==> src/rtl/usb4_timer_pkg.sv <==
// rtl/usb4_timer_pkg.sv - shared constants for the USB4 timeout timer bank
//
// Purpose: default timeout limits, channel index assignments and the default
// prescaler divisor used by timeout_timer_bank and its consumers.
// Ports: none (package).
package usb4_timer_pkg;

  // sb_clk cycles per slow tick (1 MHz sideband clock -> 1 kHz tick)
  localparam int PRESC_DIV_DEFAULT = 1000;

  // Channel assignment within the bank
  localparam int CH_TDISCONNECT_TX  = 0;
  localparam int CH_TDISCONNECT_RX  = 1;
  localparam int CH_TCONNECT_RX     = 2;
  localparam int CH_TDISABLED       = 3;
  localparam int CH_TTRAINING_ERROR = 4;
  localparam int CH_TGEN4_TS1       = 5;
  localparam int CH_TGEN4_TS2       = 6;
  localparam int CH_TCMD_RESPONSE   = 7;

  // Default limits, in units of the channel's selected time base
  localparam int TDISCONNECT_TX  = 1;
  localparam int TDISCONNECT_RX  = 14;
  localparam int TCONNECT_RX     = 25;
  localparam int TDISABLED       = 10;
  localparam int TTRAINING_ERROR = 500;
  localparam int TGEN4_TS1       = 400;
  localparam int TGEN4_TS2       = 200;
  localparam int TCMD_RESPONSE   = 200;

  // Default limit for a given channel index; 0 for an unassigned index
  function automatic int default_limit(input int ch);
    case (ch)
      CH_TDISCONNECT_TX:  return TDISCONNECT_TX;
      CH_TDISCONNECT_RX:  return TDISCONNECT_RX;
      CH_TCONNECT_RX:     return TCONNECT_RX;
      CH_TDISABLED:       return TDISABLED;
      CH_TTRAINING_ERROR: return TTRAINING_ERROR;
      CH_TGEN4_TS1:       return TGEN4_TS1;
      CH_TGEN4_TS2:       return TGEN4_TS2;
      CH_TCMD_RESPONSE:   return TCMD_RESPONSE;
      default:            return 0;
    endcase
  endfunction

endpackage

==> src/rtl/timeout_timer_bank_if.sv <==
// rtl/timeout_timer_bank_if.sv - channel control/status bundle for the timeout timer bank
//
// Purpose: groups the per-channel controls and the status outputs of
// timeout_timer_bank.
// Signals:
//   ch_run, ch_restart, ch_tick_sel [NUM_CH]  controls (master -> slave)
//   ch_limit [NUM_CH*CNT_W]                   per-channel limit, ch i at [i*CNT_W +: CNT_W]
//   ch_timeout, ch_expire_p [NUM_CH]          status (slave -> master)
//   any_timeout, slow_tick                    status (slave -> master)
interface timeout_timer_bank_if #(
  parameter int NUM_CH = 8,
  parameter int CNT_W  = 16
);
  logic [NUM_CH-1:0]       ch_run;
  logic [NUM_CH-1:0]       ch_restart;
  logic [NUM_CH-1:0]       ch_tick_sel;
  logic [NUM_CH*CNT_W-1:0] ch_limit;
  logic [NUM_CH-1:0]       ch_timeout;
  logic [NUM_CH-1:0]       ch_expire_p;
  logic                    any_timeout;
  logic                    slow_tick;

  modport master (
    output ch_run, ch_restart, ch_tick_sel, ch_limit,
    input  ch_timeout, ch_expire_p, any_timeout, slow_tick
  );

  modport slave (
    input  ch_run, ch_restart, ch_tick_sel, ch_limit,
    output ch_timeout, ch_expire_p, any_timeout, slow_tick
  );
endinterface

==> src/rtl/timeout_channel.sv <==
// rtl/timeout_channel.sv - one saturating timeout counter with level and pulse outputs
//
// Purpose: counts while run is high, compares against limit and registers the
// timeout level plus a one-cycle pulse on its rising edge.
// Ports:
//   clk, rst       clock, asynchronous active-low reset
//   run            level; counter clears while low
//   restart        pulse; zero the counter, keep running
//   advance        count enable for this cycle (every clock or slow tick)
//   limit          timeout threshold
//   timeout        registered level: run && !restart && cnt >= limit
//   expire_p       registered pulse on each rising edge of timeout
module timeout_channel #(
  parameter int CNT_W = 16
) (
  input  logic             clk,
  input  logic             rst,
  input  logic             run,
  input  logic             restart,
  input  logic             advance,
  input  logic [CNT_W-1:0] limit,
  output logic             timeout,
  output logic             expire_p
);

  logic [CNT_W-1:0] cnt_q, cnt_d;
  logic             timeout_q, timeout_d;
  logic             expire_p_q, expire_p_d;

  always_comb begin
    cnt_d      = cnt_q;
    timeout_d  = 1'b0;
    expire_p_d = 1'b0;

    // Run-low and restart both clear; the counter stops at the limit and
    // simply holds if the limit is later lowered beneath it.
    if (!run || restart) begin
      cnt_d = '0;
    end else if (advance && (cnt_q < limit)) begin
      cnt_d = cnt_q + CNT_W'(1);
    end

    // Compare uses the pre-edge count, so timeout lags the count by one stage.
    timeout_d  = run && !restart && (cnt_q >= limit);
    expire_p_d = timeout_d && !timeout_q;
  end

  always_ff @(posedge clk or negedge rst) begin
    if (!rst) begin
      cnt_q      <= '0;
      timeout_q  <= 1'b0;
      expire_p_q <= 1'b0;
    end else begin
      cnt_q      <= cnt_d;
      timeout_q  <= timeout_d;
      expire_p_q <= expire_p_d;
    end
  end

  assign timeout  = timeout_q;
  assign expire_p = expire_p_q;

endmodule

==> src/rtl/timeout_timer_bank.sv <==
// rtl/timeout_timer_bank.sv - multi-channel timeout generator with shared prescaler
//
// Purpose: NUM_CH independent timeout channels in the sb_clk domain, each
// counting either every sb_clk or on the shared prescaled slow tick.
// Ports:
//   sb_clk   sideband clock, rising edge
//   rst      asynchronous, active-low reset
//   bus      timeout_timer_bank_if.slave: per-channel run/restart/tick_sel/limit
//            in; ch_timeout, ch_expire_p, any_timeout, slow_tick out
module timeout_timer_bank
  import usb4_timer_pkg::*;
#(
  parameter int NUM_CH    = 8,
  parameter int CNT_W     = 16,
  parameter int PRESC_DIV = PRESC_DIV_DEFAULT,
  parameter int PRESC_W   = 10
) (
  input  logic                 sb_clk,
  input  logic                 rst,
  timeout_timer_bank_if.slave  bus
);

  localparam logic [PRESC_W-1:0] PRESC_LAST = PRESC_W'(PRESC_DIV - 1);

  logic [PRESC_W-1:0] presc_cnt_q, presc_cnt_d;
  logic               slow_tick_q, slow_tick_d;
  logic               any_timeout_q, any_timeout_d;
  logic [NUM_CH-1:0]  ch_timeout_w;
  logic [NUM_CH-1:0]  ch_expire_p_w;

  // Free-running prescaler; channel activity never touches it.
  always_comb begin
    presc_cnt_d   = presc_cnt_q + PRESC_W'(1);
    slow_tick_d   = 1'b0;
    any_timeout_d = |ch_timeout_w;
    if (presc_cnt_q == PRESC_LAST) begin
      presc_cnt_d = '0;
      slow_tick_d = 1'b1;
    end
  end

  always_ff @(posedge sb_clk or negedge rst) begin
    if (!rst) begin
      presc_cnt_q   <= '0;
      slow_tick_q   <= 1'b0;
      any_timeout_q <= 1'b0;
    end else begin
      presc_cnt_q   <= presc_cnt_d;
      slow_tick_q   <= slow_tick_d;
      any_timeout_q <= any_timeout_d;
    end
  end

  for (genvar i = 0; i < NUM_CH; i++) begin : g_ch
    timeout_channel #(
      .CNT_W (CNT_W)
    ) u_ch (
      .clk      (sb_clk),
      .rst      (rst),
      .run      (bus.ch_run[i]),
      .restart  (bus.ch_restart[i]),
      .advance  (bus.ch_tick_sel[i] ? slow_tick_q : 1'b1),
      .limit    (bus.ch_limit[i*CNT_W +: CNT_W]),
      .timeout  (ch_timeout_w[i]),
      .expire_p (ch_expire_p_w[i])
    );
  end

  assign bus.ch_timeout  = ch_timeout_w;
  assign bus.ch_expire_p = ch_expire_p_w;
  assign bus.any_timeout = any_timeout_q;
  assign bus.slow_tick   = slow_tick_q;

endmodule

==> src/flat_wrapper.sv <==
// flat-port wrapper written by rule: the top's interface ports become plain ports
module timeout_timer_bank_flat import usb4_timer_pkg::*;
#(
  parameter int NUM_CH    = 8,
  parameter int CNT_W     = 16,
  parameter int PRESC_DIV = PRESC_DIV_DEFAULT,
  parameter int PRESC_W   = 10
)
  (sb_clk, rst, bus_ch_run, bus_ch_restart, bus_ch_tick_sel, bus_ch_limit, bus_ch_timeout, bus_ch_expire_p, bus_any_timeout, bus_slow_tick);
  timeout_timer_bank_if #(.NUM_CH(NUM_CH), .CNT_W(CNT_W)) bus_i ();
  input  logic sb_clk;
  input  logic rst;
  input wire logic [$bits(bus_i.ch_run)-1:0] bus_ch_run;
  input wire logic [$bits(bus_i.ch_restart)-1:0] bus_ch_restart;
  input wire logic [$bits(bus_i.ch_tick_sel)-1:0] bus_ch_tick_sel;
  input wire logic [$bits(bus_i.ch_limit)-1:0] bus_ch_limit;
  output wire logic [$bits(bus_i.ch_timeout)-1:0] bus_ch_timeout;
  output wire logic [$bits(bus_i.ch_expire_p)-1:0] bus_ch_expire_p;
  output wire logic [$bits(bus_i.any_timeout)-1:0] bus_any_timeout;
  output wire logic [$bits(bus_i.slow_tick)-1:0] bus_slow_tick;
  assign bus_i.ch_run = bus_ch_run;
  assign bus_i.ch_restart = bus_ch_restart;
  assign bus_i.ch_tick_sel = bus_ch_tick_sel;
  assign bus_i.ch_limit = bus_ch_limit;
  assign bus_ch_timeout = bus_i.ch_timeout;
  assign bus_ch_expire_p = bus_i.ch_expire_p;
  assign bus_any_timeout = bus_i.any_timeout;
  assign bus_slow_tick = bus_i.slow_tick;
  timeout_timer_bank #(.NUM_CH(NUM_CH), .CNT_W(CNT_W), .PRESC_DIV(PRESC_DIV), .PRESC_W(PRESC_W)) u_core (.sb_clk(sb_clk), .rst(rst), .bus(bus_i));
endmodule
==> config.mk <==
export PLATFORM = sky130hd
export DESIGN_NAME = timeout_timer_bank_flat
export DESIGN_NICKNAME = d
export VERILOG_FILES = /design/src/rtl/usb4_timer_pkg.sv /design/src/rtl/timeout_timer_bank_if.sv /design/src/rtl/timeout_channel.sv /design/src/rtl/timeout_timer_bank.sv /design/src/flat_wrapper.sv
export SDC_FILE = /design/constraint.sdc
export NUM_CORES = 1
export LEC_CHECK = 0
export CAP_MARGIN = 20
export CORE_ASPECT_RATIO = 1.1
export CORE_MARGIN = 5
export CORE_UTILIZATION = 47
export CTS_CLUSTER_DIAMETER = 200
export DETAILED_ROUTE_END_ITERATION = 6
export GPL_TIMING_DRIVEN = 0
export PLACE_DENSITY = 0.71
export SETUP_SLACK_MARGIN = 0.3
export SYNTH_ARGS = -nofsm -noshare
export SYNTH_HDL_FRONTEND = slang
export SYNTH_SLANG_ARGS = --single-unit
==> constraint.sdc <==
create_clock -name sb_clk -period 2.8 [get_ports sb_clk]
set_input_delay 0.56 -clock sb_clk [delete_from_list [all_inputs] [get_ports sb_clk]]
set_output_delay 0.56 -clock sb_clk [all_outputs]
set_load 0.05 [all_outputs]
==> out/results.ini <==
[final_layout]
final_cell_mix = dfrtp_1 (149), clkdlybuf4s50_1 (135), inv_1 (118), nand2_1 (102), ha_1 (90)
seq_area_sq_um = 3913
final_common_cell = dfrtp_1
multi_input_area_sq_um = 7911
area_delta_synth_final_pct = 43.83
stdcell_count = 1902
fillers = 1840
final_core_util = 0.6843
final_nets = 1871
drive_gt1_frac = 0.2524

[setup_path]
reg2reg_depth = 8
worst_setup_path_end_kind = flop
r2r_end = u_core.g_ch[1].u_ch.cnt_q[13]$_DFFE_PN0P_
critPathSlowestCell = clkdlybuf4s50_1
crit_family = buffers and inverters
crit_chain = clkdlybuf4s50_1, inv_2, ha_4, a21oi_2, o21ai_2, o2bb2ai_2, or3_4, buf_6, buf_8, buf_6, or3_4, a21oi_2
max_stage_delay_ns = 0.47
arrival_ns = 2.88
reg2reg_slack_ns = 0.28
crit_required_ns = 3.15
critical_path_buf_inv_count = 5
worstSetupPathType = primary input to flop
r2r-start = u_core.g_ch[1].u_ch.cnt_q[5]$_DFFE_PN0P_
cp_max_fo = 7
cp-start-kind = primary input

[floorplanning]
initial_core_util = 0.4758
die_h_um = 172.2
io_pins = 172
fp.dieW_um = 157.4
core_sq_um = 23620
rows = 59
dieArea_sq_um = 27110

[synthesis]
synth_cell_types = 63
yosysWarnings = 0
syn_area_per_cell_sq_um = 8.534
synth_top_area_frac = 0.3473
ys_seq_area_frac = 0.3473
syn_area_sq_um = 11240
synth_area_leaders = dfrtp_1 (35%), ha_1 (15%), a21oi_1 (6.2%)
ys_ff_latch = 156
yosysTopAreaCell = dfrtp_1
synthArstFlopShare = 1.000
synth_ff_type = dfrtp_1
netlist_instances = 1317
syn-num-nets = 1608
synth_edf_count = 0

[route]
vias = 10940
ant_nets = 0
drt-initial-drc-count = 481
wire_per_inst_um = 16.65
drc = 0
totalWireLength_um = 31670
dr.pass1.iters = 5
vias_per_cell = 5.750

[timing]
rsz0062_at_grt = true
fin_skew_ns = 0.01777
setup_viol = 0
setup_ws_ns = 0.2698
slew_headroom = 0.4155
hold_viol = 0
tightest_slew_ns = 0.8701
hold_ws_ns = 0.03507
slew_viol_final = 0
timing.final.crit_share = 0.9037
timing.setup.tns_ns = 0
fmax_mhz = 395.2
period_needed_ns = 2.530

[power]
p_sw_mw = 1.385
switching_share = 0.2633
ir_worst_vdd_uv = 441.9
comb_power_share = 0.131
clkPwrFrac = 0.437
power_leakage_nw = 7.018
pwr-share-seq = 0.432
pwr_density_cell_nw_per_um2 = 325.3
p_int_mw = 3.874

[clock_network]
cts_made_buffers = 17
cts_tree = done
clk_latency_ns = 0.43
clock-sinks = 156
htree_levels = 4
clockRootBuffer = clkbuf_16
cts_max_path_buffers = 2
path_clk_slew_ns = 0.08

[global_route]
grt_pass1_vias = 10500
grt-ovfl-total = 0
grt_usage = 0.2172
antenna_found_initial = 5
grt_max_degree = 103
grt_pass1_wl_um = 48910

[worst_hold_path]
hold_path.class = primary input to asynchronous set/reset pin

[placement]
place_congestion = 0.8720
portBuffers = 171
dpl.hpwl_um = 21730
placed_cells = 1794
dp_slack_ns = -0.5847

[outcome]
outcome = finished, final reports clean

[run]
maxCapViolCount = 0

-- metrics by stage --
step / cell area (sq um) / total power [mW]
5_1_grt: 16170 / 5.470
3_5_place_dp: 13470 / 2.895
6_report: 16170 / 5.259
2_1_floorplan: 11340 / 2.551
4_1_cts: 14980 / 5.245
3_3_place_gp: 13440 / 2.881
-- cell type report --
type | count | area share
Timing Repair Buffer | 244 | 0.1485
Inverter | 145 | 0.03390
Buffer | 54 | 0.02616
Clock inverter | 15 | 0.009520
Tap cell | 305 | 0.02361
Multi-Input combinational cell | 962 | 0.4894
Sequential cell | 156 | 0.2420
Antenna cell | 4 | 0.0006192
Clock buffer | 17 | 0.02632
-- Yosys cell counts (all sizes together) (6+ instances only) --
library cell,instances
o31ai,43
a21oi,140
nand2,103
dfrtp,156
or3,38
nand2b,17
and3,32
or4,42
inv,145
ha,137
nor4,29
mux2i,6
nand4,43
and4,8
a211oi,7
nor3,12
o211ai,7
nor2b,20
clkbuf,20
o21ai,60
a31o,10
buf,34
xnor2,32
nand3,44
nor2,80
-- timing repair --
item,4_1_cts,5_1_grt
endpoints found under the setup margin,125,124
gates cloned,5,3
buffers inserted,39,25
hold buffers,0,0
resized for setup,155,205
pin swaps,69,106
-- worst register-to-register path: stages, from the launching register on --
cell	delay, ns
dfrtp_2	0.45
ha_4	0.24
a21oi_4	0.16
o21ai_2	0.10
a221o_1	0.35
or3_4	0.35
buf_6	0.14
or4_4	0.51
a21oi_2	0.15
-- worst max-delay path by stage --
stage	start	end	cells past startpoint
after global routing	u_core.g_ch[1].u_ch.cnt_q[5]$_DFFE_PN0P_	u_core.g_ch[1].u_ch.cnt_q[13]$_DFFE_PN0P_	8
after detailed placement	bus_ch_limit[75]	u_core.g_ch[4].u_ch.cnt_q[1]$_DFFE_PN0P_	11
after CTS	bus_ch_limit[75]	u_core.g_ch[4].u_ch.cnt_q[1]$_DFFE_PN0P_	11
after floorplan	bus_ch_limit[81]	u_core.g_ch[5].u_ch.cnt_q[13]$_DFFE_PN0P_	10
final	bus_ch_limit[85]	u_core.g_ch[5].u_ch.cnt_q[4]$_DFFE_PN0P_	12
after global placement	rst	u_core.g_ch[5].u_ch.cnt_q[8]$_DFFE_PN0P_	1
-- state kept, by name, summed over array words and instances (netlist names) --
register                   flops
u_core.g_ch.u_ch.cnt_q       128
u_core.presc_cnt_q            10
u_core.g_ch.u_ch.timeout       8
u_core.bus.any_timeout         1
u_core.g_ch.u_ch.expire_p      8
u_core.bus.slow_tick           1
-- routing by layer --
metal  GRT usage  vias up  routed length (um)
li1            -     5293                   -
met1      0.2787     5275               13480
met2      0.3770      322               15880
met3     0.03955       45                1787
met4     0.06061        2                 516
met5           0        -                   7
-- power groups by stage --
stage | clock [mW] | combinational, mW | sequential (mW)
2_1_floorplan | 0 | 0.239 | 2.31
3_3_place_gp | 0 | 0.565 | 2.32
3_5_place_dp | 0 | 0.581 | 2.31
4_1_cts | 2.34 | 0.633 | 2.27
5_1_grt | 2.44 | 0.763 | 2.27
6_report | 2.30 | 0.690 | 2.27
-- cell families after synthesis --
logic type                 count (synthesis)  share of synthesized area
adders and majority gates                137                     0.1525
and+or+nand+nor                          484                     0.2327
xor gates and xnor gates                  36                    0.02805
AOI/OAI and AO/OA                        299                     0.1604
buffers and inverters                    199                    0.07369
muxes                                      6                   0.005344
DFF                                      156                     0.3473
(Power assumes the default switching activity.)
